==> src/rtl/atom_rv_core_alu_pkg.sv <==
// rtl/atom_rv_core_alu_pkg.sv - shared ALU widths and op-code enum (atom_rv_core_pkg)
package atom_rv_core_pkg;

    localparam int DATAWIDTH = 32;
    localparam int ALU_OP    = 6;

    typedef enum logic [5:0] {
        OP_ADD    = 6'h00,
        OP_SUB    = 6'h01,
        OP_SLL    = 6'h02,
        OP_SLT    = 6'h03,
        OP_SLTU   = 6'h04,
        OP_XOR    = 6'h05,
        OP_SRL    = 6'h06,
        OP_SRA    = 6'h07,
        OP_OR     = 6'h08,
        OP_AND    = 6'h09,
        OP_BEQ    = 6'h10,
        OP_BNE    = 6'h11,
        OP_BLT    = 6'h12,
        OP_BGE    = 6'h13,
        OP_BLTU   = 6'h14,
        OP_BGEU   = 6'h15,
        OP_PASSB  = 6'h18,
        OP_LINK   = 6'h19,
        OP_AUIPC  = 6'h1A,
        OP_MUL    = 6'h20,
        OP_MULH   = 6'h21,
        OP_MULHSU = 6'h22,
        OP_MULHU  = 6'h23,
        OP_DIV    = 6'h24,
        OP_DIVU   = 6'h25,
        OP_REM    = 6'h26,
        OP_REMU   = 6'h27
    } alu_op_e;

endpackage

==> src/rtl/atom_rv_core_alu_if.sv <==
// rtl/atom_rv_core_alu_if.sv - decoder-to-ALU operand/result bundle with modports
interface atom_rv_core_alu_if #(
    parameter int DATAWIDTH = atom_rv_core_pkg::DATAWIDTH,
    parameter int ALU_OP    = atom_rv_core_pkg::ALU_OP
);
    logic [ALU_OP-1:0]    ALUop_i;
    logic [DATAWIDTH-1:0] operand_A;
    logic [DATAWIDTH-1:0] operand_B;
    logic [DATAWIDTH-1:0] PC_i;
    logic [DATAWIDTH-1:0] result_o;
    logic [DATAWIDTH-1:0] PC_o;

    modport master (
        output ALUop_i, operand_A, operand_B, PC_i,
        input  result_o, PC_o
    );

    modport slave (
        input  ALUop_i, operand_A, operand_B, PC_i,
        output result_o, PC_o
    );
endinterface

==> src/rtl/atom_rv_core_muldiv.sv <==
// rtl/atom_rv_core_muldiv.sv - combinational RV32M unit, present only with ATOM_RV_CORE_ALU_MULDIV_EN
`ifdef ATOM_RV_CORE_ALU_MULDIV_EN
module atom_rv_core_muldiv #(
    parameter int W = 32
) (
    input  logic [5:0]   op_i,
    input  logic [W-1:0] a_i,
    input  logic [W-1:0] b_i,
    output logic [W-1:0] result_o
);
    import atom_rv_core_pkg::*;

    logic         a_sx, b_sx;
    logic [2*W-1:0] a_ext, b_ext, prod;
    logic         a_neg, b_neg;
    logic [W-1:0] a_mag, b_mag, mag_q, mag_r, u_q, u_r, s_q, s_r;

    // One shared 2W-bit multiplier; operand extension selects the signedness flavour
    always_comb begin
        a_sx  = (op_i == OP_MULH) || (op_i == OP_MULHSU);
        b_sx  = (op_i == OP_MULH);
        a_ext = {{W{a_sx & a_i[W-1]}}, a_i};
        b_ext = {{W{b_sx & b_i[W-1]}}, b_i};
        prod  = a_ext * b_ext;
    end

    // Signed division via magnitudes so MIN/-1 wraps naturally to MIN with remainder 0
    always_comb begin
        a_neg = a_i[W-1];
        b_neg = b_i[W-1];
        a_mag = a_neg ? (~a_i + 1'b1) : a_i;
        b_mag = b_neg ? (~b_i + 1'b1) : b_i;
        mag_q = a_mag / b_mag;
        mag_r = a_mag % b_mag;
        s_q   = (a_neg ^ b_neg) ? (~mag_q + 1'b1) : mag_q;
        s_r   = a_neg ? (~mag_r + 1'b1) : mag_r;
        u_q   = a_i / b_i;
        u_r   = a_i % b_i;
    end

    // Result select; a zero divisor overrides the quotient/remainder datapath
    always_comb begin
        result_o = '0;
        case (op_i)
            OP_MUL:    result_o = prod[W-1:0];
            OP_MULH,
            OP_MULHSU,
            OP_MULHU:  result_o = prod[2*W-1:W];
            OP_DIV:    result_o = (b_i == '0) ? '1  : s_q;
            OP_DIVU:   result_o = (b_i == '0) ? '1  : u_q;
            OP_REM:    result_o = (b_i == '0) ? a_i : s_r;
            OP_REMU:   result_o = (b_i == '0) ? a_i : u_r;
            default:   result_o = '0;
        endcase
    end
endmodule
`endif

==> src/rtl/atom_rv_core_alu.sv <==
// rtl/atom_rv_core_alu.sv - single-cycle registered execute ALU; RV32M under ATOM_RV_CORE_ALU_MULDIV_EN
module atom_rv_core_alu #(
    parameter int DATAWIDTH = atom_rv_core_pkg::DATAWIDTH,
    parameter int ALU_OP    = atom_rv_core_pkg::ALU_OP
) (
    input  logic                    clk_i,
    input  logic                    rst_i,
    atom_rv_core_alu_if.slave       alu_if
);
    import atom_rv_core_pkg::*;

    localparam int SHW = $clog2(DATAWIDTH);

    logic [ALU_OP-1:0]    op;
    logic [DATAWIDTH-1:0] a, b, pc;
    logic [SHW-1:0]       shamt;
    logic                 lt_s, lt_u, eq;
    logic [DATAWIDTH-1:0] result_d, result_q, pc_d, pc_q;

    assign op    = alu_if.ALUop_i;
    assign a     = alu_if.operand_A;
    assign b     = alu_if.operand_B;
    assign pc    = alu_if.PC_i;
    assign shamt = b[SHW-1:0];

`ifdef ATOM_RV_CORE_ALU_MULDIV_EN
    logic [DATAWIDTH-1:0] md_result;

    atom_rv_core_muldiv #(.W(DATAWIDTH)) u_muldiv (
        .op_i     (op),
        .a_i      (a),
        .b_i      (b),
        .result_o (md_result)
    );
`endif

    // Next result: one combinational evaluation of the selected operation
    always_comb begin
        lt_s     = $signed(a) < $signed(b);
        lt_u     = a < b;
        eq       = (a == b);
        result_d = '0;
        case (op)
            OP_ADD:   result_d = a + b;
            OP_SUB:   result_d = a - b;
            OP_SLL:   result_d = a << shamt;
            OP_SRL:   result_d = a >> shamt;
            OP_SRA:   result_d = $unsigned($signed(a) >>> shamt);
            OP_SLT:   result_d = DATAWIDTH'(lt_s);
            OP_SLTU:  result_d = DATAWIDTH'(lt_u);
            OP_XOR:   result_d = a ^ b;
            OP_OR:    result_d = a | b;
            OP_AND:   result_d = a & b;
            OP_BEQ:   result_d = DATAWIDTH'(eq);
            OP_BNE:   result_d = DATAWIDTH'(!eq);
            OP_BLT:   result_d = DATAWIDTH'(lt_s);
            OP_BGE:   result_d = DATAWIDTH'(!lt_s);
            OP_BLTU:  result_d = DATAWIDTH'(lt_u);
            OP_BGEU:  result_d = DATAWIDTH'(!lt_u);
            OP_PASSB: result_d = b;
            OP_LINK:  result_d = pc + DATAWIDTH'(4);
            OP_AUIPC: result_d = pc + b;
`ifdef ATOM_RV_CORE_ALU_MULDIV_EN
            OP_MUL, OP_MULH, OP_MULHSU, OP_MULHU,
            OP_DIV, OP_DIVU, OP_REM, OP_REMU:
                      result_d = md_result;
`endif
            default:  result_d = '0;
        endcase
        pc_d = pc;
    end

    // Output registers; reset wins over any operation presented in the same cycle
    always_ff @(posedge clk_i) begin
        if (rst_i) begin
            result_q <= '0;
            pc_q     <= '0;
        end else begin
            result_q <= result_d;
            pc_q     <= pc_d;
        end
    end

    assign alu_if.result_o = result_q;
    assign alu_if.PC_o     = pc_q;
endmodule

==> src/flat_wrapper.sv <==
// flat-port wrapper written by rule: the top's interface ports become plain ports
module atom_rv_core_alu_flat import atom_rv_core_pkg::*;
#(
    parameter int DATAWIDTH = atom_rv_core_pkg::DATAWIDTH,
    parameter int ALU_OP    = atom_rv_core_pkg::ALU_OP
)
  (clk_i, rst_i, alu_if_ALUop_i, alu_if_operand_A, alu_if_operand_B, alu_if_PC_i, alu_if_result_o, alu_if_PC_o);
  atom_rv_core_alu_if #(.DATAWIDTH(DATAWIDTH), .ALU_OP(ALU_OP)) alu_if_i ();
  input  logic clk_i;
  input  logic rst_i;
  input wire logic [$bits(alu_if_i.ALUop_i)-1:0] alu_if_ALUop_i;
  input wire logic [$bits(alu_if_i.operand_A)-1:0] alu_if_operand_A;
  input wire logic [$bits(alu_if_i.operand_B)-1:0] alu_if_operand_B;
  input wire logic [$bits(alu_if_i.PC_i)-1:0] alu_if_PC_i;
  output wire logic [$bits(alu_if_i.result_o)-1:0] alu_if_result_o;
  output wire logic [$bits(alu_if_i.PC_o)-1:0] alu_if_PC_o;
  assign alu_if_i.ALUop_i = alu_if_ALUop_i;
  assign alu_if_i.operand_A = alu_if_operand_A;
  assign alu_if_i.operand_B = alu_if_operand_B;
  assign alu_if_i.PC_i = alu_if_PC_i;
  assign alu_if_result_o = alu_if_i.result_o;
  assign alu_if_PC_o = alu_if_i.PC_o;
  atom_rv_core_alu #(.DATAWIDTH(DATAWIDTH), .ALU_OP(ALU_OP)) u_core (.clk_i(clk_i), .rst_i(rst_i), .alu_if(alu_if_i));
endmodule
==> config.mk <==
export PLATFORM = sky130hd
export DESIGN_NAME = atom_rv_core_alu_flat
export DESIGN_NICKNAME = d
export VERILOG_FILES = /design/src/rtl/atom_rv_core_alu_pkg.sv /design/src/rtl/atom_rv_core_alu_if.sv /design/src/rtl/atom_rv_core_muldiv.sv /design/src/rtl/atom_rv_core_alu.sv /design/src/flat_wrapper.sv
export SDC_FILE = /design/constraint.sdc
export NUM_CORES = 1
export LEC_CHECK = 0
export CAP_MARGIN = 20
export CORE_ASPECT_RATIO = 0.9
export CORE_MARGIN = 4
export CORE_UTILIZATION = 40
export CTS_CLUSTER_SIZE = 14
export DETAILED_ROUTE_END_ITERATION = 8
export PLACE_DENSITY = 0.63
export SLEW_MARGIN = 20
export SYNTH_ARGS = -nofsm -noshare
export SYNTH_HDL_FRONTEND = slang
export SYNTH_SLANG_ARGS = --single-unit
==> constraint.sdc <==
create_clock -name clk_i -period 8.51 [get_ports clk_i]
set_clock_uncertainty 0.1 [all_clocks]
set_input_delay 0.851 -clock clk_i [delete_from_list [all_inputs] [get_ports clk_i]]
set_output_delay 0.851 -clock clk_i [all_outputs]
set_load 0.02 [all_outputs]
==> impl_metrics.tcl <==
set metrics [dict create \
    status "finished, final reports clean" \
    cts_buffer_depth 2 \
    syn_area_per_cell_sq_um 7.19 \
    n_fill_cell 2943 \
    grt_pass1_vias 12757 \
    leakagePower_nw 5.61 \
    slowest_delay_ns 0.80 \
    drt-total-wl_mm 56.5 \
    hpwl_mm 43.4 \
    setup_viol 0 \
    tightest_slew_ns 1.12 \
    antenna_found_initial 0 \
    cp_common_cell "a21oi_1" \
    maxSlewViolCount 0 \
    multiInputGateArea_sq_um 9850 \
    end_kind "flop" \
    syn_to_final_growth_pct 18.5 \
    min_period_over_period_pct 64.3 \
    post_cts_buffers 0 \
    first_iter_violations 1923 \
    io_buffers 167 \
    min_period_ns 5.47 \
    synth_common_cells "nor2_1, a21oi_1, ha_1" \
    clkSlewWorstSetupHoldPaths_ns 0.07 \
    dieHeight_um 172 \
    synth_edf_count 0 \
    slew_headroom_pct 25.2 \
    startpoint_type "input port" \
    cp.required_ns 8.62 \
    hold_violations 0 \
    syn_nets 1904 \
    syn_area_sq_um 12000 \
    cts-root-buf "clkbuf_16" \
    post_cts_resized 0 \
    yosys.area.top_type "ha_1" \
    cts_sinks 64 \
    wire_per_inst_um 26.2 \
    first_pass_iters 6 \
    critPathKind "in2reg" \
    syn_inst 1663 \
    synth.top_cell.area_share_pct 14.1 \
    tns_ns 0 \
    ir_drop_uv 100 \
    ant_nets 0 \
    rsz0062_at_grt "false" \
    p_total_mw 1.47 \
    core-area_sq_um 29200 \
    final_layout_size_suffix_gt1_share_pct 6.02 \
    critPathSlowestCell "clkdlybuf4s50_1" \
    grt_use_total_pct 33.0 \
    yosysSeqAreaShare_pct 10.7 \
    gp_congestion 1.05 \
    fmax_ghz 0.183 \
    max-cap-violations 0 \
    cts_tree "yes" \
    die-width_um 190 \
    hold_class "in2reg" \
    grt_pass1_wl_mm 82.1 \
    vias_per_cell 6.49 \
    vias 13990 \
    cts_inserted_buffers 9 \
    grt_max_degree 83 \
    synth.most_common_cell "nor2_1" \
    powerDensity_nw_per_um2 104 \
    crit_chain "clkdlybuf4s50_1 -> nor2b_1 -> nand2_1 -> buf_4 -> mux2_1 -> ha_1 -> fa_1 -> nand3_1 -> a21oi_1 -> o2111ai_1 -> a21oi_1 -> o211ai_1 -> nand3_1 -> a211oi_1 -> mux2i_1 -> a21oi_1" \
    synth.distinct_cells 83 \
    crit_arrival_ns 5.58 \
    nets 1996 \
    ys.flop_type "dfxtp_1" \
    crit_path_max_fanout 33 \
    initial_core_util_pct 41.0 \
    ys_ff_latch 64 \
    io_pins 168 \
    rows 59 \
    seqCellArea_sq_um 1280 \
    cts_max_level 3 \
    ys_async_sr_fraction_pct 0 \
    ys.warnings.count 0 \
    synthTopCellsByArea "ha_1, dfxtp_1, a21oi_1" \
    cts_hold_buf 0 \
    grt-ovfl-total 0 \
    die_area_sq_um 32700 \
    diodes 0 \
    drc_errors 0 \
]
worst paths after layout:
| kind | from | endpoint | slack (ns) | cells past startpoint |
|---|---|---|---|---|
| worst max-delay path | alu_if_ALUop_i[1] | u_core.alu_if.result_o[30] | 3.04 | 16 |
| worst min-delay path | alu_if_operand_B[3] | u_core.alu_if.result_o[2] | 1.03 | 4 |
kinds of logic (layout without fill, tap and decap cells):
logic type	count (synthesis)	in the layout	share of synthesized area, %
simple gates	540	540	21.2
flops	64	64	10.7
mux	118	118	12.8
buf+inv	213	310	7.01
fa+ha+maj	137	137	14.5
compound gates	522	522	28.8
xor+xnor	69	69	5.05
power breakdown:
part	switching, mW	internal [mW]	total, mW
Sequential	0.00275	0.310	0.313
Clock	0.166	0.263	0.429
Combinational	0.459	0.271	0.730
Total	0.628	0.844	1.47
metrics by stage:
step,std cells,setup slack [ns],instance area [sq um],hold WS [ns],utilization (%)
finish,2156,3.04,14200,1.03,48.6
global route,2156,2.82,14200,1.01,48.6
CTS,2156,3.15,14200,0.991,48.6
detailed placement,2140,2.79,13800,1.38,47.5
global placement,2140,2.89,13800,1.39,47.5
floorplan,1663,3.71,12000,0.823,-
worst max-delay path: cells and delay by family:
family	cells	cell delay, ns
adder cells (fa/ha/maj)	2	0.69
AO/OA/AOI/OAI	6	1.47
buffers and inverters	2	1.07
multiplexers	2	0.61
AND/OR/NAND/NOR	4	0.84
registers in the layout, summed over array words and instances (netlist names):
name and count:
u_core.alu_if.PC_o 32, u_core.alu_if.result_o 32
routing by layer:
metal | wire [um] | vias up | global-route usage (%)
met1 | 23600 | 6597 | 44.6
met2 | 23700 | 923 | 50.4
met4 | 2980 | 0 | 14.4
met5 | 0 | - | 0
met3 | 6150 | 148 | 7.95
li1 | - | 6322 | -
cell usage in the layout, fill, tap and decap left out, types with 36 or more instances in the layout:
cell,n
nand2_1,128
mux2i_1,48
inv_1,86
nor2_1,186
clkdlybuf4s50_1,163
nor3_1,37
mux2_1,41
nor2b_1,46
ha_1,135
xnor2_1,36
nand3_1,42
o21ai_0,48
dfxtp_1,64
a21oi_1,158
o21ai_1,47
final cells by class:
class	instances	share of cell area, %
clock buffer	10	1.69
sequential	64	9.05
inverter	105	2.78
tap	396	3.50
clock inverter	6	0.583
multi-input combinational	1386	69.6
timing repair buffer	189	12.8
No activity file was read; power rests on OpenSTA's default activity.
